**src/rtl/vend_pkg.sv**
```systemverilog
// Shared vending definitions: FSM state and item encodings, dispense length default.
// No timing of its own; no handshake.
package vend_pkg;

  typedef enum logic [1:0] {
    ST_IDLE     = 2'd0,
    ST_DISPENSE = 2'd1,
    ST_DONE     = 2'd2,
    ST_REJECT   = 2'd3
  } state_t;

  typedef enum logic {
    ITEM_TEA    = 1'b0,
    ITEM_COFFEE = 1'b1
  } item_t;

  localparam int DISP_CYCLES_DEF = 4;
  // Wide enough for the largest legal DISP_CYCLES-1 (14).
  localparam int CNT_W = 4;

endpackage

```
**src/rtl/rr_arbiter2.sv**
```systemverilog
// Two-way winner pick: a lone requester wins, a tie goes to the panel named by rr.
// Combinational, zero latency; no backpressure (the caller only consults it in IDLE).
module rr_arbiter2 (
  input  logic [1:0] req,
  input  logic       rr,
  output logic       grant,
  output logic       valid
);

  always_comb begin
    grant = rr;
    case (req)
      2'b01:   grant = 1'b0;
      2'b10:   grant = 1'b1;
      default: grant = rr;
    endcase
  end

  assign valid = |req;

endmodule

```
**src/rtl/dispense_scheduler.sv**
```systemverilog
// Two-panel vend scheduler with tea/coffee stock; motor on cycles k+1..k+DISP_CYCLES, ack at k+DISP_CYCLES+1, nack at k+1.
// Panels hold req until ack/nack; requests and restock are ignored while busy.
module dispense_scheduler
  import vend_pkg::*;
#(
  parameter int DISP_CYCLES = DISP_CYCLES_DEF
) (
  input  logic       clk,
  input  logic       rst,
  input  logic [1:0] req,
  input  logic [1:0] sel,
  input  logic       load,
  input  logic [1:0] tea_load,
  input  logic [1:0] coffee_load,
  output logic [1:0] ack,
  output logic [1:0] nack,
  output logic       motor_tea,
  output logic       motor_coffee,
  output logic       busy,
  output logic [1:0] tea_avail,
  output logic [1:0] coffee_avail
);

  localparam logic [CNT_W-1:0] CYC_LOAD = CNT_W'(DISP_CYCLES - 1);

  state_t           state, state_nxt;
  logic [CNT_W-1:0] cnt, cnt_nxt;
  logic             win, win_nxt;
  item_t            item, item_nxt;
  logic             rr, rr_nxt;
  logic [1:0]       tea_stock, tea_nxt;
  logic [1:0]       coffee_stock, coffee_nxt;

  logic             grant_idx;
  logic             grant_vld;
  item_t            req_item;
  logic             stock_ok;

  rr_arbiter2 u_arb (
    .req   (req),
    .rr    (rr),
    .grant (grant_idx),
    .valid (grant_vld)
  );

  assign req_item = item_t'(sel[grant_idx]);
  assign stock_ok = (req_item == ITEM_TEA) ? (tea_stock != 2'd0) : (coffee_stock != 2'd0);

  always_ff @(posedge clk or posedge rst) begin
    if (rst) begin
      state        <= ST_IDLE;
      cnt          <= '0;
      win          <= 1'b0;
      item         <= ITEM_TEA;
      rr           <= 1'b0;
      tea_stock    <= 2'd0;
      coffee_stock <= 2'd0;
    end else begin
      state        <= state_nxt;
      cnt          <= cnt_nxt;
      win          <= win_nxt;
      item         <= item_nxt;
      rr           <= rr_nxt;
      tea_stock    <= tea_nxt;
      coffee_stock <= coffee_nxt;
    end
  end

  always_comb begin
    state_nxt  = state;
    cnt_nxt    = cnt;
    win_nxt    = win;
    item_nxt   = item;
    rr_nxt     = rr;
    tea_nxt    = tea_stock;
    coffee_nxt = coffee_stock;
    case (state)
      ST_IDLE: begin
        // Restock wins over any pending request in the same cycle.
        if (load) begin
          tea_nxt    = tea_load;
          coffee_nxt = coffee_load;
        end else if (grant_vld) begin
          win_nxt = grant_idx;
          if (stock_ok) begin
            item_nxt  = req_item;
            cnt_nxt   = CYC_LOAD;
            state_nxt = ST_DISPENSE;
            if (req_item == ITEM_TEA) tea_nxt = tea_stock - 2'd1;
            else                      coffee_nxt = coffee_stock - 2'd1;
          end else begin
            state_nxt = ST_REJECT;
          end
        end
      end
      ST_DISPENSE: begin
        if (cnt == '0) state_nxt = ST_DONE;
        else           cnt_nxt   = cnt - CNT_W'(1);
      end
      ST_DONE, ST_REJECT: begin
        rr_nxt    = ~win;
        state_nxt = ST_IDLE;
      end
      default: state_nxt = ST_IDLE;
    endcase
  end

  // Moore outputs: decoded from registered state only.
  assign busy         = (state != ST_IDLE);
  assign motor_tea    = (state == ST_DISPENSE) && (item == ITEM_TEA);
  assign motor_coffee = (state == ST_DISPENSE) && (item == ITEM_COFFEE);
  assign ack          = {(state == ST_DONE) && win, (state == ST_DONE) && !win};
  assign nack         = {(state == ST_REJECT) && win, (state == ST_REJECT) && !win};
  assign tea_avail    = tea_stock;
  assign coffee_avail = coffee_stock;

endmodule

```
**config.mk**
```make
export PLATFORM = sky130hd
export DESIGN_NAME = dispense_scheduler
export DESIGN_NICKNAME = d
export VERILOG_FILES = /design/src/rtl/vend_pkg.sv /design/src/rtl/rr_arbiter2.sv /design/src/rtl/dispense_scheduler.sv
export SDC_FILE = /design/constraint.sdc
export NUM_CORES = 1
export LEC_CHECK = 0
export BUFFER_PORTS_ARGS = -buffer_cell sky130_fd_sc_hd__buf_2
export CORE_MARGIN = 1.5
export CORE_UTILIZATION = 51
export DETAILED_ROUTE_END_ITERATION = 16
export GPL_ROUTABILITY_DRIVEN = 0
export PLACE_DENSITY = 0.76
export SLEW_MARGIN = 20
export SYNTH_ARGS = -nofsm -noshare
export SYNTH_HDL_FRONTEND = slang
export SYNTH_SLANG_ARGS = --single-unit
export TNS_END_PERCENT = 10
```
**constraint.sdc**
```tcl
create_clock -name clk -period 2.4 [get_ports clk]
set_input_delay 0.24 -clock clk [delete_from_list [all_inputs] [get_ports clk]]
set_output_delay 0.24 -clock clk [all_outputs]
set_load 0.01 [all_outputs]
```
==> results.sh, run 1 <==
export IMPL_outcome="completed"
export IMPL_htreeDepth=1
export IMPL_rsz0062_at_grt="false"
export IMPL_fp_coreArea_um2=1577
export IMPL_wl_um=1815
export IMPL_holdCritStartpoint="tea_load[0]"
export IMPL_cts_sinks=13
export IMPL_hold_violations=0
export IMPL_ys_types=39
export IMPL_syn_area_per_cell_um2=9.710
export IMPL_start_util=0.5667
export IMPL_ant_nets=0
export IMPL_p_leak_uw=0.0005297
export IMPL_hp_class="in2reg"
export IMPL_setup_tns_final_ns=0
export IMPL_synth_nets=108
export IMPL_power_density_nw_per_um2=1232
export IMPL_num_antenna_cells=0
export IMPL_die_width_um=44.86
export IMPL_synthAdderAreaFrac=0.07003
export IMPL_r2r_start="cnt[0]"
export IMPL_synth_seq_cells=13
export IMPL_ioPinCount=22
export IMPL_io_buffers=21
export IMPL_syn_area_um2=893.4
export IMPL_area_growth_pct=16.81
export IMPL_crit_path_end_kind="flop"
export IMPL_nets=134
export IMPL_crit_path_start="cnt[0]"
export IMPL_dp_cells=128
export IMPL_dieHeight_um=44.86
export IMPL_synth_xor_area_frac=0
export IMPL_grt_start_max_net_pins=14
export IMPL_tightest_slew_ns=0.5126
export IMPL_muxShareOfSynthArea=0.07563
export IMPL_synth_warnings=0
export IMPL_cts_tree="built"
export IMPL_viasPerCell=5.586
export IMPL_dieArea_um2=2012
export IMPL_clkTransAtPathRegs_ns=0.08
export IMPL_cts_root_buf="clkbuf_4"
export IMPL_synth_area_top_cells="dfrtp_1 (36%), ha_1 (7.0%), mux2i_1 (4.5%)"
export IMPL_vias=743
export IMPL_slew_violations=0
export IMPL_worstPathMaxFanout=5
export IMPL_drv_cap=0
export IMPL_timing_final_crit_share=0.7761
export IMPL_drive_gt1_frac=0.2821
export IMPL_yosys_area_top_type="dfrtp_1"
export IMPL_synthSimpleGateAreaFrac=0.2325
export IMPL_wl_per_cell_um=13.65
export IMPL_clk_path_buf_depth=2
export IMPL_worst_setup_path_type="reg2reg"
export IMPL_drcViolationCount=0
export IMPL_worst_setup_path_start_kind="flop"
export IMPL_grt_total_usage=0.2007
export IMPL_clkLatencyLatePin_ns=0.27
export IMPL_grt_pass1_wl_um=2953
export IMPL_period_minus_slack_ns=1.863
export IMPL_relSlewSlack=0.6579
export IMPL_grt_pass1_vias=695
export IMPL_worst_ir_drop_vdd_v=0.0007041
export IMPL_dp_hpwl_um=1419
export IMPL_synth_top_family_by_area="simple AND/OR/NAND/NOR gates"
export IMPL_antenna_found_initial=0
export IMPL_synth_compound_area_frac=0.1989
export IMPL_clock_skew_ns=0.002557
export IMPL_crit_arrival_ns=2.03
export IMPL_max_freq_mhz=536.9
export IMPL_final_cell_mix="buf_2 (21), dfrtp_1 (13), inv_1 (10)"
export IMPL_ys_seq_area_frac=0.3641
export IMPL_finalSetupViolations=0
export IMPL_worstPathRequired_ns=2.56
export IMPL_num_rows=14
export IMPL_ctsResizeCount=0
export IMPL_drtPass1Iterations=4
export IMPL_yosysTopAreaCellShare=0.3641
export IMPL_syn_inst=92
export IMPL_final_common_cell="buf_2"
export IMPL_grt_ovfl_total=0
export IMPL_instances_no_fill=133
export IMPL_cts_buffers=3
export IMPL_drt_iter0_drc=8
[through the flow]
stage                     hold WS, ns  cell area [µm²]  utilization  worst slack [ns]  total power [µW]
final                          0.2244             1044       0.6619            0.5373              1286
after global routing           0.2118             1044       0.6619            0.4398              1406
after CTS                      0.2214             1044       0.6619            0.5382              1299
after detailed placement       0.2912             1007       0.6389            0.4831              1155
after global placement         0.2918             1007       0.6389            0.5258              1134
after floorplan                0.1170            893.4            -            0.6877             970.9
[logic make-up (layout without fill, tap and decap cells)]
kind of cell    count (synthesis)  in the layout
compound gates                 24             24
fa+ha+maj                       5              5
buf+inv                        12             37
flops                          13             13
mux                             6              6
simple gates                   32             32
[path summary, 6_finish.rpt]
kind,endpoint,slack (ns),cells past startpoint
max in group asynchronous,win,1.52,3
min,tea_avail[0],0.22,3
min reg2reg,rr,0.53,1
max,cnt[0],0.54,6
max reg2reg,cnt[0],0.54,6
min in group asynchronous,cnt[3],0.53,3
[layout make-up]
class,count,area (µm²)
fillers,138,533.0
multi-input cells,67,515.5
flip-flops and latches,13,325.3
repair buffers,22,115.1
inverters,11,41.29
clock buffers,4,26.28
well taps,16,20.02
[per-layer routing]
layer,vias to the layer above,wire [µm],global-route usage,part of all wire
li1,382,-,-,-
met1,343,835,0.2583,0.46
met2,16,896,0.3449,0.49
met3,2,71,0.04000,0.039
met4,0,11,0.05294,0.0061
met5,-,0,0,0
[power breakdown]
group | switching, µW | leakage [µW] | internal [µW]
sequential | 119 | 0.000155 | 325
combinational | 393 | 0.000360 | 313
clock | 71.6 | 0.0000150 | 64.3
[worst max-delay path, cell delays in order, from the launching register on]
cell and delay, ns:
dfrtp_1 0.37, inv_1 0.09, ha_1 0.24, or3b_1 0.43, a21oi_1 0.28, inv_1 0.12, a31o_1 0.23
[Yosys cell counts]
cell type,n
a211oi_1,1
a21oi_1,7
a31o_1,1
a31oi_1,2
and2_1,2
and2b_1,1
and3_1,1
and3b_1,1
buf_6,1
dfrtp_1,13
ha_1,5
inv_1,10
inv_2,1
mux2i_1,4
mux2i_2,2
nand2_1,5
nand2b_1,2
nand3_1,2
nand3b_1,1
nor2_1,8
nor2_4,1
nor2b_1,1
nor3_1,1
nor3_4,1
nor3b_1,1
nor4_4,1
o211a_1,1
o21a_1,1
o21ai_0,1
o21bai_2,1
o22a_1,1
o22ai_1,2
o311ai_1,2
o31a_1,2
o31ai_1,1
o41ai_2,1
or3_1,1
or3_4,1
or3b_1,1
[flip-flops by register name, summed over array words and instances (netlist names)]
signal,count
win,1
cnt,4
item,1
tea_avail,2
rr,1
state,2
coffee_avail,2
[repair_timing]
action	CTS	global route
setup endpoints to repair	0	0
endpoints found under the hold margin	13	0
hold buffers	1	0
buffers inserted	0	0
No activity file was read; power rests on OpenSTA's default activity.
==> run 2, diff against run 1 <==
CORE_UTILIZATION = 46   (was 51)
PLACE_DENSITY = 0.72   (was 0.76)
clock period = 1.6 ns   (was 2.4 ns; I/O delays follow)
==> run 2 against run 1 <==
Critical path depth stayed put; clock-buffer cell count down 1; first-iteration DRC count rose by 110%; flip-flop and latch count unchanged; combinational power increased by 130%; die area up 10%; total power rose by 90%; via count increased by 15%; fmax rose by 19%; sequential power grew 45%; non-clock buffer count grew 18; highest routed layer unchanged.
==> results.sh, run 2 (same netlist as run 1, synthesis figures left out) <==
export IMPL_final_cell_mix="buf_2 (21), buf_4 (17), dfrtp_1 (11)"
export IMPL_grt_ovfl_total=0
export IMPL_p_int_uw=1389
export IMPL_wl_per_cell_um=14.18
export IMPL_die_width_um=47.07
export IMPL_nFillCells=128
export IMPL_antenna_found_initial=0
export IMPL_p_leak_uw=0.0006167
export IMPL_nets=152
export IMPL_finalSetupViolations=0
export IMPL_viasPerCell=5.363
export IMPL_clock_skew_ns=0.008624
export IMPL_hp_class="in2reg"
export IMPL_post_route_util=0.7102
export IMPL_endpoint="cnt[0]"
export IMPL_power_density_nw_per_um2=1935
export IMPL_period_minus_slack_ns=1.559
export IMPL_r2r_start="cnt[0]"
export IMPL_grt_total_usage=0.2326
export IMPL_swShare=0.4330
export IMPL_fin_hold_ws_ns=0.1489
export IMPL_crit_path_start="cnt[0]"
export IMPL_reg2regPathDepth=6
export IMPL_crit_arrival_ns=1.74
export IMPL_drcViolationCount=0
export IMPL_cts_sinks=13
export IMPL_rrSetupSlack_ns=0.04
export IMPL_grt_pass1_wl_um=3525
export IMPL_final_common_cell="buf_2"
export IMPL_r2r_end="cnt[0]"
export IMPL_worstPathRequired_ns=1.78
export IMPL_worst_ir_drop_vdd_v=0.001093
export IMPL_tightest_slew_ns=0.5473
export IMPL_drtPass1Iterations=4
export IMPL_drt_iter0_drc=17
export IMPL_fp_coreArea_um2=1783
export IMPL_grt_start_max_net_pins=14
export IMPL_htreeDepth=1
export IMPL_clkLatencyLatePin_ns=0.28
export IMPL_dieArea_um2=2216
export IMPL_dieHeight_um=47.07
export IMPL_cts_root_buf="clkbuf_4"
export IMPL_regMostFlops="cnt"
export IMPL_netSwitchingPower_uw=1061
export IMPL_drv_cap=0
export IMPL_clkPwrFrac=0.085
export IMPL_relSlewSlack=0.6347
export IMPL_outcome="completed"
export IMPL_vias=858
export IMPL_worstPathMaxFanout=3
export IMPL_area_growth_pct=41.74
export IMPL_hold_violations=0
export IMPL_grt_pass1_vias=839
export IMPL_cts_buffers=3
export IMPL_ant_nets=0
export IMPL_combPwrFrac=0.652
export IMPL_worst_setup_path_type="reg2reg"
export IMPL_dp_hpwl_um=1648
export IMPL_crit_path_end_kind="flop"
export IMPL_drive_gt1_frac=0.4963
export IMPL_start_util=0.5011
export IMPL_max_freq_mhz=641.5
export IMPL_io_buffers=21
export IMPL_seqPwrFrac=0.263
export IMPL_slew_violations=0
export IMPL_worst_setup_path_start_kind="flop"
export IMPL_clkTransAtPathRegs_ns=0.09
export IMPL_ioPinCount=22
export IMPL_wl_um=2269
export IMPL_timing_final_crit_share=0.9743
export IMPL_clk_path_buf_depth=2
export IMPL_num_antenna_cells=0
export IMPL_largest_reg_flops=4
export IMPL_num_rows=15
export IMPL_cts_tree="built"
-- run 2: area by class of cell --
type / instances / area (µm²) / area share
multi-input cells: 67 / 584.3 / 0.4615
flip-flops and latches: 13 / 327.8 / 0.2589
repair buffers: 40 / 254.0 / 0.2006
inverters: 11 / 41.29 / 0.03261
well taps: 25 / 31.28 / 0.02470
clock buffers: 3 / 22.52 / 0.01779
clock inverters: 1 / 5.005 / 0.003953
-- run 2: critical path: stages (launching register included) --
cell,delay [ns]
dfrtp_1,0.40
inv_2,0.08
ha_4,0.13
or3b_4,0.39
a21oi_4,0.17
inv_2,0.07
a31o_1,0.21
-- run 2: metrics by stage --
step	std cells	cell area [µm²]	total power (µW)	TNS, ns	setup WS (ns)
floorplan	92	908.4	1488	-0.01211	-0.006792
global placement	151	1139	1931	-0.4989	-0.1115
detailed placement	151	1139	1981	-0.8131	-0.1713
CTS	156	1195	2254	0	0.001078
global route	160	1266	2632	-0.01488	-0.01232
finish	160	1266	2450	0	0.04112
-- run 2: worst min path at each step --
stage	startpoint	endpoint	slack, ns	cells after the start
final	tea_load[0]	tea_avail[0]	0.15	3
after global routing	tea_load[0]	tea_avail[0]	0.15	3
after CTS	tea_load[0]	tea_avail[0]	0.13	3
after detailed placement	rst	cnt[0]	0.23	2
after global placement	rst	cnt[0]	0.22	2
after floorplan	rst	cnt[0]	0.04	1
-- run 2: power groups by stage --
stage,Sequential (µW),Clock [µW],Combinational [µW]
after floorplan,644,0,845
after global placement,632,0,1300
after detailed placement,636,0,1340
after CTS,637,219,1400
after global routing,664,229,1740
final,643,208,1600
-- run 2: repair_timing --
action | CTS | global route
setup endpoints to repair | 2 | 7
buffers inserted | 0 | 4
pin swaps | 0 | 5
resized for setup | 6 | 11
hold buffers | 1 | 0
endpoints found under the hold margin | 13 | 0
-- run 2: routing by layer --
| metal | part of all wire | vias to the layer above | GRT usage |
|---|---|---|---|
| met5 | 0 | - | 0 |
| met4 | 0.018 | 0 | 0.06667 |
| met3 | 0.037 | 6 | 0.06923 |
| met2 | 0.47 | 26 | 0.4137 |
| met1 | 0.47 | 407 | 0.2697 |
| li1 | - | 419 | - |
==> run 3, diff against run 2 <==
ABC_AREA = 1   (was default)
==> run 3 against run 2 <==
Sequential power fell by 5.1%; flip-flop and latch count stayed put; first-iteration DRC count fell by 29%; non-clock buffer count decreased by 18; via count shrank 7.1%; area after synthesis up 1.3%; critical path type is now reg2out; critical endpoint is now motor_tea; cell count up 6.9%; highest routed layer unchanged; setup slack improved by 0.14 ns; sequential share of layout area rose by 4.4 points; hold slack better by 0.041 ns; synthesized cell count increased by 32%.
==> results.sh, run 3 <==
export IMPL_drtPass1Iterations=4
export IMPL_syn_inst=121
export IMPL_worst_setup_path_type="reg2out"
export IMPL_num_antenna_cells=0
export IMPL_grt_start_max_net_pins=14
export IMPL_wl_um=1733
export IMPL_drv_cap=0
export IMPL_drive_gt1_frac=0.3014
export IMPL_cts_tree="built"
export IMPL_relSlewSlack=0.6664
export IMPL_ctsResizeCount=0
export IMPL_syn_area_per_cell_um2=7.476
export IMPL_tightest_slew_ns=0.4998
export IMPL_yosysTopAreaCellShare=0.3596
export IMPL_worst_setup_path_start_kind="flop"
export IMPL_swShare=0.4933
export IMPL_fp_coreArea_um2=1783
export IMPL_dieHeight_um=47.35
export IMPL_ys_types=22
export IMPL_max_freq_mhz=706.3
export IMPL_grt_total_usage=0.1953
export IMPL_largest_reg_flops=4
export IMPL_synth_warnings=0
export IMPL_slowest_stage="dfrtp_1"
export IMPL_clock_skew_ns=0.008024
export IMPL_synth_edff_count=0
export IMPL_final_common_cell="nand2_1"
export IMPL_cts_sinks=13
export IMPL_worstPathMaxFanout=5
export IMPL_dp_hpwl_um=1379
export IMPL_htreeDepth=1
export IMPL_seqPwrFrac=0.298
export IMPL_syn_area_um2=904.6
export IMPL_ioPinCount=22
export IMPL_instances_no_fill=171
export IMPL_worst_ir_drop_vdd_v=0.0009245
export IMPL_cp_top_family="flip-flops"
export IMPL_synthMostInstantiatedCell="nand2_1"
export IMPL_num_rows=15
export IMPL_synth_area_top_cells="dfrtp_1 (36%), nand2_1 (12%), inv_1 (7.5%)"
export IMPL_p_int_uw=1037
export IMPL_period_minus_slack_ns=1.416
export IMPL_cts_buffers=3
export IMPL_synth_nets=137
export IMPL_area_growth_pct=18.67
export IMPL_p_leak_uw=0.0006166
export IMPL_cp_cell_sequence="nor2_2, inv_2, nor2_1, buf_2"
export IMPL_cts_root_buf="clkbuf_4"
export IMPL_dp_cells=166
export IMPL_grt_pass1_wl_um=3008
export IMPL_wl_per_cell_um=10.13
export IMPL_finalPower_uw=2048
export IMPL_hp_class="in2reg"
export IMPL_fin_hold_ws_ns=0.1902
export IMPL_ys_seq_area_frac=0.3596
export IMPL_setup_tns_final_ns=0
export IMPL_finalSetupViolations=0
export IMPL_worstPathRequired_ns=1.44
export IMPL_antenna_found_initial=0
export IMPL_drt_iter0_drc=12
export IMPL_nets=163
export IMPL_rsz0062_at_grt="false"
export IMPL_crit_buf_inv=2
export IMPL_netSwitchingPower_uw=1010
export IMPL_crit_arrival_ns=1.26
export IMPL_critPathMaxStageDelay_ns=0.44
export IMPL_yosys_area_top_type="dfrtp_1"
export IMPL_combPwrFrac=0.599
export IMPL_crit_path_end_kind="output pin"
export IMPL_timing_final_crit_share=0.8849
export IMPL_post_cts_buffers=0
export IMPL_start_util=0.5074
export IMPL_final_cell_mix="nand2_1 (28), buf_2 (21), inv_1 (18)"
export IMPL_grt_pass1_vias=745
export IMPL_vias=797
export IMPL_drcViolationCount=0
export IMPL_ys_top_cells_by_count="nand2_1 (28), inv_1 (18), dfrtp_1 (13)"
export IMPL_ant_nets=0
export IMPL_hold_violations=0
export IMPL_die_width_um=47.35
export IMPL_clk_path_buf_depth=2
export IMPL_async_reset_ff_frac=1.000
export IMPL_clkPwrFrac=0.104
export IMPL_design_area_um2=1074
export IMPL_clkTransAtPathRegs_ns=0.09
export IMPL_io_buffers=21
export IMPL_place_area_um2=1037
export IMPL_grt_ovfl_total=0
export IMPL_synth_ff_type="dfrtp_1"
export IMPL_outcome="completed"
export IMPL_power_density_nw_per_um2=1907
export IMPL_slew_violations=0
export IMPL_viasPerCell=4.661
export IMPL_regMostFlops="cnt"
export IMPL_synth_seq_cells=13
export IMPL_dieArea_um2=2242
export IMPL_clkLatencyLatePin_ns=0.28
[run 3: worst min-delay path, stage by stage]
cell and delay [ns]:
buf_2 0.07, nand2_1 0.04, o21ai_0 0.06, nand2_1 0.05, o21ai_1 0.06
[run 3: stage by stage]
step / utilization / setup slack (ns)
finish: 0.6021 / 0.1842
global route: 0.6021 / 0.07633
CTS: 0.6021 / 0.1853
detailed placement: 0.5818 / 0.1984
global placement: 0.5818 / 0.2396
floorplan: - / 0.3952
[run 3: per-layer routing]
metal | track usage | part of all wire | vias up
met5 | 0 | 0 | -
li1 | - | - | 426
met4 | 0.08333 | 0.018 | 0
met2 | 0.3351 | 0.48 | 20
met3 | 0.04615 | 0.039 | 5
met1 | 0.2306 | 0.46 | 346
[run 3: cells by family after synthesis]
family | synth area share
AOI/OAI and AO/OA | 0.07745
xor gates and xnor gates | 0.009684
adders and majority gates | 0.06916
buffers and inverters | 0.1079
DFF | 0.3596
and+or+nand+nor | 0.3762
[run 3: cell type report]
| cell class | count | area (µm²) |
|---|---|---|
| multi-input cells | 82 | 481.7 |
| fillers | 179 | 709.4 |
| repair buffers | 22 | 115.1 |
| flip-flops and latches | 13 | 325.3 |
| clock buffers | 4 | 26.28 |
| inverters | 25 | 93.84 |
| well taps | 25 | 31.28 |
[run 3: path summary, 6_finish.rpt]
| path | start | endpoint | slack, ns | cells past startpoint |
|---|---|---|---|---|
| max in group asynchronous | rst | cnt[1] | 0.83 | 3 |
| setup / recovery | state[1] | motor_tea | 0.18 | 4 |
| hold / removal | coffee_load[1] | coffee_avail[1] | 0.19 | 5 |
| min in group asynchronous | rst | tea_avail[0] | 0.43 | 3 |
| hold reg to reg | cnt[2] | cnt[2] | 0.48 | 2 |
| setup reg to reg | cnt[0] | cnt[0] | 0.29 | 7 |
[run 3: power groups by stage]
stage,combinational [µW],sequential [µW],clock [µW]
2_1_floorplan,929,619,0
3_3_place_gp,1210,613,0
3_5_place_dp,1240,614,0
4_1_cts,1250,609,212
5_1_grt,1420,633,225
6_report,1230,610,212
[run 3: repair_timing]
item / CTS / global route
setup endpoints to repair: 0 / 0
endpoints found under the hold margin: 13 / 0
hold buffers: 1 / 0
